==> src/rtl/cg_pkg.sv <==
//------------------------------------------------------------------------------
// cg_pkg : shared state encoding, creg bit map and timing defaults for the
//          coilgun fire sequencer.  Rev 1.0
//------------------------------------------------------------------------------
`default_nettype none

package cg_pkg;

    typedef enum logic [2:0] {
        ST_IDLE  = 3'd0,
        ST_ARMED = 3'd1,
        ST_PULSE = 3'd2,
        ST_DEAD  = 3'd3,
        ST_COOL  = 3'd4,
        ST_FAULT = 3'd5
    } cg_state_e;

    localparam int CREG_ARM  = 0;
    localparam int CREG_FIRE = 1;
    localparam int CREG_CLR  = 2;

    localparam int DEF_DEAD_CYC = 32;
    localparam int DEF_COOL_CYC = 4096;

    function automatic int cg_max(input int a, input int b);
        return (a > b) ? a : b;
    endfunction

endpackage

`default_nettype wire

==> src/rtl/cg_fire_seq_if.sv <==
//------------------------------------------------------------------------------
// cg_fire_seq_if : control/status bundle between creg source and fire sequencer.
//                  Adds I_gate when CG_SENSOR_ADVANCE_EN is defined.  Rev 1.0
//------------------------------------------------------------------------------
`default_nettype none

interface cg_fire_seq_if #(
    parameter int N_COILS = 4,
    parameter int PW      = 16
);
    logic [7:0]         I_creg;
    logic [PW-1:0]      I_pulse_len;
    logic [N_COILS-1:0] O_coil;
    logic               O_busy;
    logic               O_done;
    logic               O_fault;
    logic [2:0]         O_state;
`ifdef CG_SENSOR_ADVANCE_EN
    logic [N_COILS-1:0] I_gate;

    modport master (
        output I_creg, I_pulse_len, I_gate,
        input  O_coil, O_busy, O_done, O_fault, O_state
    );
    modport slave (
        input  I_creg, I_pulse_len, I_gate,
        output O_coil, O_busy, O_done, O_fault, O_state
    );
`else
    modport master (
        output I_creg, I_pulse_len,
        input  O_coil, O_busy, O_done, O_fault, O_state
    );
    modport slave (
        input  I_creg, I_pulse_len,
        output O_coil, O_busy, O_done, O_fault, O_state
    );
`endif
endinterface

`default_nettype wire

==> src/rtl/cg_sync.sv <==
//------------------------------------------------------------------------------
// cg_sync : WIDTH-bit two-flop synchronizer with optional registered
//           rising-edge output.  Rev 1.0
//------------------------------------------------------------------------------
`default_nettype none

module cg_sync #(
    parameter int WIDTH   = 1,
    parameter bit EDGE_EN = 1'b0
) (
    input  logic             I_clk,
    input  logic             I_rst_n,
    input  logic [WIDTH-1:0] I_d,
    output logic [WIDTH-1:0] O_sync,
    output logic [WIDTH-1:0] O_rise
);
    logic [WIDTH-1:0] meta_q, meta_d;
    logic [WIDTH-1:0] sync_q, sync_d;

    always_comb begin
        meta_d = I_d;
        sync_d = meta_q;
    end

    always_ff @(posedge I_clk or negedge I_rst_n) begin
        if (!I_rst_n) begin
            meta_q <= '0;
            sync_q <= '0;
        end else begin
            meta_q <= meta_d;
            sync_q <= sync_d;
        end
    end

    assign O_sync = sync_q;

    generate
        if (EDGE_EN) begin : g_edge
            logic [WIDTH-1:0] prev_q, prev_d;
            logic [WIDTH-1:0] rise_q, rise_d;

            always_comb begin
                prev_d = sync_q;
                rise_d = sync_q & ~prev_q;
            end

            always_ff @(posedge I_clk or negedge I_rst_n) begin
                if (!I_rst_n) begin
                    prev_q <= '0;
                    rise_q <= '0;
                end else begin
                    prev_q <= prev_d;
                    rise_q <= rise_d;
                end
            end

            assign O_rise = rise_q;
        end else begin : g_no_edge
            assign O_rise = '0;
        end
    endgenerate

endmodule

`default_nettype wire

==> src/rtl/cg_fire_seq.sv <==
//------------------------------------------------------------------------------
// cg_fire_seq : arm/fire/clear driven one-hot coil-gate sequencer with dead
//               time, cooldown and abort-to-fault.  Optional macro:
//               CG_SENSOR_ADVANCE_EN (optical gate early-advance / stall).
//               Rev 1.0
//------------------------------------------------------------------------------
`default_nettype none

module cg_fire_seq
    import cg_pkg::*;
#(
    parameter int N_COILS  = 4,
    parameter int PW       = 16,
    parameter int DEAD_CYC = DEF_DEAD_CYC,
    parameter int COOL_CYC = DEF_COOL_CYC
) (
    input  logic         I_clk,
    input  logic         I_rst_n,
    cg_fire_seq_if.slave bus
);
    localparam int IW = (N_COILS > 1) ? $clog2(N_COILS) : 1;
    localparam int CW = cg_max(cg_max(PW, $clog2(DEAD_CYC + 1)), $clog2(COOL_CYC + 1));
    localparam logic [IW-1:0] LAST_IDX = IW'(N_COILS - 1);

    logic [7:0] creg_s, creg_rise;
    logic       arm_s, clear_s, fire_edge;
    logic       unused_creg;

    // The edge output is registered, so a fire change settling before edge k
    // is acted on at edge k+3.
    cg_sync #(.WIDTH(8), .EDGE_EN(1'b1)) u_creg_sync (
        .I_clk   (I_clk),
        .I_rst_n (I_rst_n),
        .I_d     (bus.I_creg),
        .O_sync  (creg_s),
        .O_rise  (creg_rise)
    );

    assign arm_s       = creg_s[CREG_ARM];
    assign clear_s     = creg_s[CREG_CLR];
    assign fire_edge   = creg_rise[CREG_FIRE];
    assign unused_creg = ^{creg_s[7:3], creg_s[CREG_FIRE], creg_rise[7:2], creg_rise[0]};

    cg_state_e          state_q, state_d;
    logic [IW-1:0]      idx_q, idx_d;
    logic [CW-1:0]      cnt_q, cnt_d;
    logic [PW-1:0]      len_q, len_d;
    logic [N_COILS-1:0] coil_q, coil_d;
    logic               busy_q, busy_d;
    logic               done_q, done_d;
    logic               fault_q, fault_d;
    logic [PW-1:0]      fire_len;
    logic               pulse_end, pulse_stall;

    assign fire_len = (bus.I_pulse_len == '0) ? PW'(1) : bus.I_pulse_len;

`ifdef CG_SENSOR_ADVANCE_EN
    logic [N_COILS-1:0] gate_s, gate_rise;
    logic               unused_gate;

    cg_sync #(.WIDTH(N_COILS), .EDGE_EN(1'b1)) u_gate_sync (
        .I_clk   (I_clk),
        .I_rst_n (I_rst_n),
        .I_d     (bus.I_gate),
        .O_sync  (gate_s),
        .O_rise  (gate_rise)
    );

    assign unused_gate = ^gate_s;
    // A gate edge ends the pulse early; running out of len without one is a stall.
    assign pulse_end   = gate_rise[idx_q];
    assign pulse_stall = (cnt_q == CW'(1)) & ~gate_rise[idx_q];
`else
    assign pulse_end   = (cnt_q == CW'(1));
    assign pulse_stall = 1'b0;
`endif

    always_comb begin
        state_d = state_q;
        idx_d   = idx_q;
        cnt_d   = cnt_q;
        len_d   = len_q;
        done_d  = 1'b0;
        case (state_q)
            ST_IDLE: begin
                if (arm_s) state_d = ST_ARMED;
            end
            ST_ARMED: begin
                if (!arm_s) begin
                    state_d = ST_IDLE;
                end else if (fire_edge) begin
                    state_d = ST_PULSE;
                    idx_d   = '0;
                    len_d   = fire_len;
                    cnt_d   = CW'(fire_len);
                end
            end
            ST_PULSE: begin
                if (!arm_s) begin
                    state_d = ST_FAULT;
                end else if (pulse_end) begin
                    if (idx_q == LAST_IDX) begin
                        state_d = ST_COOL;
                        cnt_d   = CW'(COOL_CYC);
                    end else begin
                        state_d = ST_DEAD;
                        cnt_d   = CW'(DEAD_CYC);
                    end
                end else if (pulse_stall) begin
                    state_d = ST_FAULT;
                end else begin
                    cnt_d = cnt_q - CW'(1);
                end
            end
            ST_DEAD: begin
                if (!arm_s) begin
                    state_d = ST_FAULT;
                end else if (cnt_q == CW'(1)) begin
                    state_d = ST_PULSE;
                    idx_d   = idx_q + IW'(1);
                    cnt_d   = CW'(len_q);
                end else begin
                    cnt_d = cnt_q - CW'(1);
                end
            end
            ST_COOL: begin
                // Disarming here does not abort; the cooldown always runs out.
                if (cnt_q == CW'(1)) begin
                    done_d  = 1'b1;
                    state_d = arm_s ? ST_ARMED : ST_IDLE;
                end else begin
                    cnt_d = cnt_q - CW'(1);
                end
            end
            ST_FAULT: begin
                if (clear_s && !arm_s) state_d = ST_IDLE;
            end
            default: state_d = ST_IDLE;
        endcase

        coil_d  = (state_d == ST_PULSE) ? (N_COILS'(1) << idx_d) : '0;
        busy_d  = (state_d == ST_PULSE) || (state_d == ST_DEAD) || (state_d == ST_COOL);
        fault_d = (state_d == ST_FAULT);
    end

    always_ff @(posedge I_clk or negedge I_rst_n) begin
        if (!I_rst_n) begin
            state_q <= ST_IDLE;
            idx_q   <= '0;
            cnt_q   <= '0;
            len_q   <= '0;
            coil_q  <= '0;
            busy_q  <= 1'b0;
            done_q  <= 1'b0;
            fault_q <= 1'b0;
        end else begin
            state_q <= state_d;
            idx_q   <= idx_d;
            cnt_q   <= cnt_d;
            len_q   <= len_d;
            coil_q  <= coil_d;
            busy_q  <= busy_d;
            done_q  <= done_d;
            fault_q <= fault_d;
        end
    end

    assign bus.O_coil  = coil_q;
    assign bus.O_busy  = busy_q;
    assign bus.O_done  = done_q;
    assign bus.O_fault = fault_q;
    assign bus.O_state = state_q;

endmodule

`default_nettype wire

==> src/flat_wrapper.sv <==
// flat-port wrapper written by rule: the top's interface ports become plain ports
module cg_fire_seq_flat import cg_pkg::*;
#(
    parameter int N_COILS  = 4,
    parameter int PW       = 16,
    parameter int DEAD_CYC = DEF_DEAD_CYC,
    parameter int COOL_CYC = DEF_COOL_CYC
)
  (I_clk, I_rst_n, bus_I_creg, bus_I_pulse_len, bus_O_coil, bus_O_busy, bus_O_done, bus_O_fault, bus_O_state);
  cg_fire_seq_if #(.N_COILS(N_COILS), .PW(PW)) bus_i ();
  input  logic I_clk;
  input  logic I_rst_n;
  input wire logic [$bits(bus_i.I_creg)-1:0] bus_I_creg;
  input wire logic [$bits(bus_i.I_pulse_len)-1:0] bus_I_pulse_len;
  output wire logic [$bits(bus_i.O_coil)-1:0] bus_O_coil;
  output wire logic [$bits(bus_i.O_busy)-1:0] bus_O_busy;
  output wire logic [$bits(bus_i.O_done)-1:0] bus_O_done;
  output wire logic [$bits(bus_i.O_fault)-1:0] bus_O_fault;
  output wire logic [$bits(bus_i.O_state)-1:0] bus_O_state;
  assign bus_i.I_creg = bus_I_creg;
  assign bus_i.I_pulse_len = bus_I_pulse_len;
  assign bus_O_coil = bus_i.O_coil;
  assign bus_O_busy = bus_i.O_busy;
  assign bus_O_done = bus_i.O_done;
  assign bus_O_fault = bus_i.O_fault;
  assign bus_O_state = bus_i.O_state;
  cg_fire_seq #(.N_COILS(N_COILS), .PW(PW), .DEAD_CYC(DEAD_CYC), .COOL_CYC(COOL_CYC)) u_core (.I_clk(I_clk), .I_rst_n(I_rst_n), .bus(bus_i));
endmodule
==> config.mk <==
export PLATFORM = sky130hd
export DESIGN_NAME = cg_fire_seq_flat
export DESIGN_NICKNAME = d
export VERILOG_FILES = /design/src/rtl/cg_pkg.sv /design/src/rtl/cg_fire_seq_if.sv /design/src/rtl/cg_sync.sv /design/src/rtl/cg_fire_seq.sv /design/src/flat_wrapper.sv
export SDC_FILE = /design/constraint.sdc
export NUM_CORES = 1
export LEC_CHECK = 0
export ABC_AREA = 1
export CAP_MARGIN = 0
export CORE_MARGIN = 1.5
export CORE_UTILIZATION = 58
export DETAILED_ROUTE_END_ITERATION = 16
export PLACE_DENSITY_LB_ADDON = 0.05
export SYNTH_ARGS = -nofsm -noshare
export SYNTH_HDL_FRONTEND = slang
export SYNTH_HIERARCHICAL = 1
export SYNTH_SLANG_ARGS = --single-unit
==> constraint.sdc <==
create_clock -name I_clk -period 1.92 [get_ports I_clk]
set_input_delay 0.384 -clock I_clk [delete_from_list [all_inputs] [get_ports I_clk]]
set_output_delay 0.384 -clock I_clk [all_outputs]
set_load 0.02 [all_outputs]
==> results of run 1 <==
==> layer usage <==
layer  share of wire, %  up-vias
met2                 45       73
met5                  0        -
met3                5.8       14
li1                   -     1334
met4                1.8        0
met1                 47     1209
==> registers in the layout, summed over array words and instances, names as in the netlist <==
register,cells
u_core/cnt_q,16
u_core/len_q,16
u_core/bus.O_coil,4
u_core/bus.O_state,3
u_core/u_creg_sync/O_sync,3
u_core/u_creg_sync/meta_q,3
u_core/idx_q,2
u_core/bus.O_busy,1
u_core/bus.O_done,1
u_core/bus.O_fault,1
u_core/u_creg_sync/O_rise,1
u_core/u_creg_sync/g_edge.prev_q,1
==> final cells by class <==
type / instances / area share [%]
clock inverters: 3 / 0.7407
well taps: 67 / 2.363
repair buffers: 44 / 12.45
multi-input cells: 274 / 39.29
clock buffers: 5 / 1.940
flip-flops and latches: 52 / 36.68
inverters: 61 / 6.526
==> placed cells by master, fill, tap and decap left out, types with 3 or more instances in the layout <==
cell,instances
buf_12,3
clkdlybuf4s50_1,29
inv_2,8
nor3_1,3
inv_1,51
nor2_4,6
buf_4,10
nand2_2,5
o21ai_1,8
nor2_1,41
nand2_1,94
nand4_1,6
dfrtp_1,52
a31oi_1,3
xor2_1,7
nand2_4,3
clkbuf_8,5
nand3_1,27
nor2_2,6
a21oi_1,22
o21ai_0,30
==> power by group <==
group	internal, W	leakage (nW)	switching, W
combinational	0.000847	1.10	0.00131
sequential	0.00149	0.638	0.000344
clock	0.000269	0.0491	0.000394
==> worst paths after layout <==
| path | from | end | slack [ns] | cells past startpoint |
|---|---|---|---|---|
| worst min register to register | u_core/u_creg_sync/meta_q[0]$_DFF_PN0_ | u_core/u_creg_sync/O_sync[0]$_DFF_PN0_ | 0.36 | 0 |
| min in group I_clk | u_core/u_creg_sync/meta_q[0]$_DFF_PN0_ | u_core/u_creg_sync/O_sync[0]$_DFF_PN0_ | 0.36 | 0 |
| max in group asynchronous | I_rst_n | u_core/cnt_q[15]$_DFFE_PN0P_ | 1.63 | 2 |
| worst max register to register | u_core/cnt_q[1]$_DFFE_PN0P_ | u_core/cnt_q[14]$_DFFE_PN0P_ | 0.08 | 12 |
| worst max-delay path | u_core/cnt_q[1]$_DFFE_PN0P_ | u_core/cnt_q[14]$_DFFE_PN0P_ | 0.08 | 12 |
| worst min-delay path | I_rst_n | u_core/len_q[11]$_DFFE_PN0P_ | 0.04 | 2 |
==> worst reg2reg max path: stages (launching register included) <==
cell     delay, ns
dfrtp_1       0.41
inv_1         0.09
ha_2          0.20
nand3_1       0.12
nor2_4        0.15
nand2_4       0.11
buf_4         0.16
nor2_4        0.09
buf_12        0.15
a21oi_1       0.06
o21ai_0       0.08
nand2_1       0.06
o21ai_1       0.08
==> what timing repair did <==
action,4_1_cts,5_1_grt
gates resized for setup,0,7
endpoints found under the setup margin,0,19
buffers inserted,0,5
==> metrics by stage <==
stage | util, % | cell area, um2 | instances | hold WS [ns]
6_report | 73.64 | 3547 | 506 | 0.04206
5_1_grt | 73.64 | 3547 | 506 | 0.05650
4_1_cts | 72.21 | 3478 | 501 | 0.05599
3_5_place_dp | 70.23 | 3383 | 493 | 0.3418
3_3_place_gp | 70.23 | 3383 | 493 | 0.3320
2_1_floorplan | - | 2973 | 396 | 0.08841
==> out/qor.txt, run 1 <==
Run status -> finished clean
Pwr Total -> 0.004656 W
Share of layout cells above drive strength 1 -> 13.21%
Detailed Routing Iterations Pass 1 -> 4
Nets@finish -> 467
GR Overflow Total -> 0
Crit share post-route -> 95.88%
CP dominant cell by count -> nor2_4
Worst path bufs/invs -> 3
Htree depth -> 2
Final setup TNS -> 0 ns
RD Place Congestion -> 0.8861
Startpoint types -> flip-flop
CTS tree -> yes
Clock Sinks -> 52
GRT met1 Usage -> 37.67%
CP Max Fanout -> 13
Pre-CTS WS -> 0.08116 ns
Worst endpoint data arrival time -> 2.08 ns
Unrepaired setup endpoints after global routing -> yes
Total Routing Usage GR -> 26.33%
Iteration-0 DRC Markers -> 306
# hold bufs at CTS -> 0
Tightest Hold Check Type -> input pin to async pin
Synthesized area per cell -> 7.507 um2
Die area -> 5564 um2
Root Driver -> clkbuf_8
M3 GR Usage -> 4.336%
Final setup viols -> 0
Busiest grt layer -> met2
PortBufs -> 30
Worst-skew pair later-pin latency -> 0.31 ns
Highest clock rate -> 0.5432 GHz
Layout area overhead -> 19.32%
DR WL/cell -> 13.10 um
Register area -> 1301 um2
Max cap viols -> 0
Initial Util -> 61.71%
Worst IR drop on VDD -> 0.0006620 V
Synthesized cell area -> 2973 um2
Synth warn -> 6
Area of the multi-input gates -> 1394 um2
Period minus WS final -> 1.841 ns
Endpoint type of the worst setup path -> flip-flop
Syn_nets -> 425
Drt via density -> 5.198
Largest net degree at the start of global routing -> 53
GR Util met2 -> 40.97%
IO Pins -> 36
CP Cell Sequence -> inv_1 > ha_2 > nand3_1 > nor2_4 > nand2_4 > buf_4 > nor2_4 > buf_12 > a21oi_1 > o21ai_0 > nand2_1 > o21ai_1
Slew margin rel. -> 78.12%
Post-DP HPWL -> 4.731 mm
CP peak stage delay -> 0.41 ns
Setup CP Type -> flip-flop to flip-flop
Num CTS Buffers -> 5
Number of global-route vias before repair -> 2403
DIE WIDTH -> 74.60 um
Post-Synthesis Cells -> 396
FP Rows -> 25
Core area -> 4817 um2
Ant. Diodes -> 0
Power Density -> 1313 nW/um2
Fin. max-slew vios -> 0
Die height -> 74.60 um
Initial antenna violation count -> 0
Final Worst Setup Slack -> 0.07910 ns
Clock transition at path regs -> 0.10 ns
Vias -> 2630
Final WL -> 6.631 mm
Post-route DRC -> 0
Slowest-stage cell, CP -> dfrtp_1
Clock Skew -> 0.006801 ns
Pleak -> 1.789 nW
Clk buf depth -> 2
Routed Antenna Nets -> 0
Fillers -> 400
CP required -> 2.16 ns
First-pass GRT wire length -> 11.15 mm
CP delay by family, top -> simple AND/OR/NAND/NOR gates
Fin. Hold Viols -> 0
Slew @ Worst Pin -> 0.3278 ns
Power figures use the tool's default switching activity.
==> run 2, diff against run 1 <==
--- a/config.mk
+++ b/config.mk
@@ -8,7 +8,7 @@
 export ABC_AREA = 1
 export CAP_MARGIN = 0
 export CORE_MARGIN = 1.5
-export CORE_UTILIZATION = 58
+export CORE_UTILIZATION = 30
 export DETAILED_ROUTE_END_ITERATION = 16
 export PLACE_DENSITY_LB_ADDON = 0.05
 export SYNTH_ARGS = -nofsm -noshare
==> run 2 against run 1 <==
- first-iteration DRC count fell by 62%
- sequential share of layout area fell by 2.3 points
- maximum frequency rose by 2.4%
- critical path type unchanged
- critical endpoint is now u_core/bus.O_coil[1]$_DFF_PN0_
==> out/qor.txt, run 2 (synthesis gave the netlist of run 1 again) <==
Worst r2r src -> u_core/cnt_q[1]$_DFFE_PN0P_ (unchanged)
Slew margin rel. -> 74.71% (was 78.12%)
Vias -> 2627 (was 2630)
Dpl cells -> 566 (was 493)
Fin. max-slew vios -> 0 (unchanged)
Final Instance Count excl. Fillers -> 579 (was 506)
Reg2reg path depth -> 11 (was 12)
Run status -> finished clean (unchanged)
Switching share of power -> 40.91% (was 44.10%)
Internal power -> 0.003114 W (was 0.002603 W)
Pleak -> 1.860 nW (was 1.789 nW)
Routed Antenna Nets -> 0 (unchanged)
Worst-skew pair later-pin latency -> 0.31 ns (about the same)
Number of global-route vias before repair -> 2518 (was 2403)
Startpoint types -> flip-flop (unchanged)
Most frequent cells in the layout -> nand2_1 (94), dfrtp_1 (50), inv_1 (49) (was nand2_1 (94), dfrtp_1 (52), inv_1 (51))
GR Overflow Total -> 0 (unchanged)
Clock transition at path regs -> 0.10 ns (about the same)
Clock Sinks -> 52 (unchanged)
Worst IR drop on VDD -> 0.0004355 V (was 0.0006620 V)
Post-route DRC -> 0 (unchanged)
Die area -> 10520 um2 (was 5564 um2)
Sequential Power Share -> 34.4% (was 39.3%)
Root Driver -> clkbuf_8 (unchanged)
Power Density -> 1392 nW/um2 (was 1313 nW/um2)
CP required -> 2.13 ns (was 2.16 ns)
Fin. Hold Viols -> 0 (unchanged)
Total Routing Usage GR -> 15.98% (was 26.33%)
Post-DP HPWL -> 5.584 mm (was 4.731 mm)
Iteration-0 DRC Markers -> 117 (was 306)
DR WL/cell -> 13.76 um (was 13.10 um)
Clock Skew -> 0.007386 ns (was 0.006801 ns)
Crit share post-route -> 93.67% (was 95.88%)
First-pass GRT wire length -> 12.77 mm (was 11.15 mm)
Met3 wire length -> 184 um (was 385 um)
Tightest Hold Check Type -> input pin to async pin (unchanged)
Final setup viols -> 0 (unchanged)
Logic pwr share -> 45.6% (was 46.4%)
FP Rows -> 36 (was 25)
Endpoint type of the worst setup path -> flip-flop (unchanged)
Met1 Wirelength -> 4.136 mm (was 3.149 mm)
CTS tree -> yes (unchanged)
Ant. Diodes -> 0 (unchanged)
Die height -> 102.5 um (was 74.60 um)
Largest net degree at the start of global routing -> 53 (unchanged)
Drt via density -> 4.537 (was 5.198)
Layout area overhead -> 27.40% (was 19.32%)
Setup CP Type -> flip-flop to flip-flop (unchanged)
Worst endpoint data arrival time -> 2.01 ns (was 2.08 ns)
Period minus WS final -> 1.799 ns (was 1.841 ns)
DIE WIDTH -> 102.5 um (was 74.60 um)
Initial antenna violation count -> 0 (unchanged)
Metal2 WL -> 3.563 mm (was 2.976 mm)
RD Place Congestion -> 0.8334 (was 0.8861)
Initial Util -> 30.70% (was 61.71%)
Clk pwr share -> 20.0% (was 14.2%)
Clk buf depth -> 2 (unchanged)
Register area -> 1304 um2 (was 1301 um2)
Final WL -> 7.968 mm (was 6.631 mm)
Worst reg2reg endpoint -> u_core/bus.O_coil[1]$_DFF_PN0_ (was u_core/cnt_q[14]$_DFFE_PN0P_)
IO Pins -> 36 (unchanged)
Area of the multi-input gates -> 1419 um2 (was 1394 um2)
Nets@finish -> 474 (was 467)
Most common cell after layout, fill and taps aside -> nand2_1 (unchanged)
PortBufs -> 30 (unchanged)
Highest clock rate -> 0.5560 GHz (was 0.5432 GHz)
Htree depth -> 2 (unchanged)
Sw power -> 0.002156 W (was 0.002053 W)
Top routing layer used -> met4 (unchanged)
Share of layout cells above drive strength 1 -> 16.14% (was 13.21%)
CP Max Fanout -> 4 (was 13)
Slew @ Worst Pin -> 0.3788 ns (was 0.3278 ns)
Detailed Routing Iterations Pass 1 -> 4 (unchanged)
Reg2Reg Setup Slack -> 0.12 ns (was 0.08 ns)
Max cap viols -> 0 (unchanged)
Core area -> 9684 um2 (was 4817 um2)
Fillers -> 1017 (was 400)
Num CTS Buffers -> 5 (unchanged)
Hold WS -> 0.05054 ns (was 0.04206 ns)
run 2: metal layers:
layer  vias up  track usage, %
li1       1351               -
met3         6           2.237
met2        32           24.81
met1      1238           23.38
met5         -               0
met4         0           4.215
run 2: layout make-up:
type / instances / area share (%)
clock buffers: 5 / 1.817
clock inverters: 3 / 2.379
multi-input cells: 274 / 37.46
repair buffers: 51 / 13.41
flip-flops and latches: 52 / 34.42
well taps: 133 / 4.394
inverters: 61 / 6.112
run 2: critical path: stages, from the launching register on:
cell and delay, ns:
dfrtp_1 0.42, inv_2 0.09, ha_4 0.14, nand3_1 0.12
nor2_4 0.14, buf_4 0.13, buf_4 0.10, nand3_1 0.09
a21oi_1 0.24, nor2_4 0.08, nand2_2 0.11, nor2_1 0.05
run 2: worst max path at each step:
stage | start | endpoint | slack, ns | depth (start not counted)
3_5_place_dp | u_core/cnt_q[1]$_DFFE_PN0P_ | u_core/cnt_q[2]$_DFFE_PN0P_ | 0.05 | 12
6_report | u_core/cnt_q[1]$_DFFE_PN0P_ | u_core/bus.O_coil[1]$_DFF_PN0_ | 0.12 | 11
3_3_place_gp | u_core/cnt_q[1]$_DFFE_PN0P_ | u_core/cnt_q[15]$_DFFE_PN0P_ | 0.05 | 12
4_1_cts | u_core/cnt_q[1]$_DFFE_PN0P_ | u_core/cnt_q[15]$_DFFE_PN0P_ | 0.02 | 12
2_1_floorplan | u_core/cnt_q[1]$_DFFE_PN0P_ | u_core/cnt_q[11]$_DFFE_PN0P_ | 0.32 | 12
5_1_grt | u_core/cnt_q[7]$_DFFE_PN0P_ | u_core/cnt_q[14]$_DFFE_PN0P_ | -0.02 | 11
run 2: per-stage QoR:
step                      total power [W]  util (%)  cell area (um2)  setup WS [ns]  setup TNS [ns]
final                            0.005270     39.11             3787         0.1215               0
after global routing             0.005757     39.11             3787       -0.01516        -0.02868
after CTS                        0.005143     38.10             3690        0.02167               0
after detailed placement         0.004056     36.46             3531        0.05225               0
after global placement           0.004042     36.46             3531        0.05153               0
after floorplan                  0.003348         -             2973         0.3185               0
run 2: power groups by stage:
stage	combinational [W]	sequential [W]	clock [W]
global placement	0.00223	0.00181	0
floorplan	0.00153	0.00181	0
finish	0.00241	0.00181	0.00105
global route	0.00275	0.00187	0.00114
detailed placement	0.00224	0.00181	0
CTS	0.00226	0.00179	0.00109
run 2: what timing repair did:
item | CTS | global route
endpoints found under the setup margin | 0 | 21
hold buffers | 0 | 0
buffers inserted | 0 | 4
gates resized for setup | 0 | 15
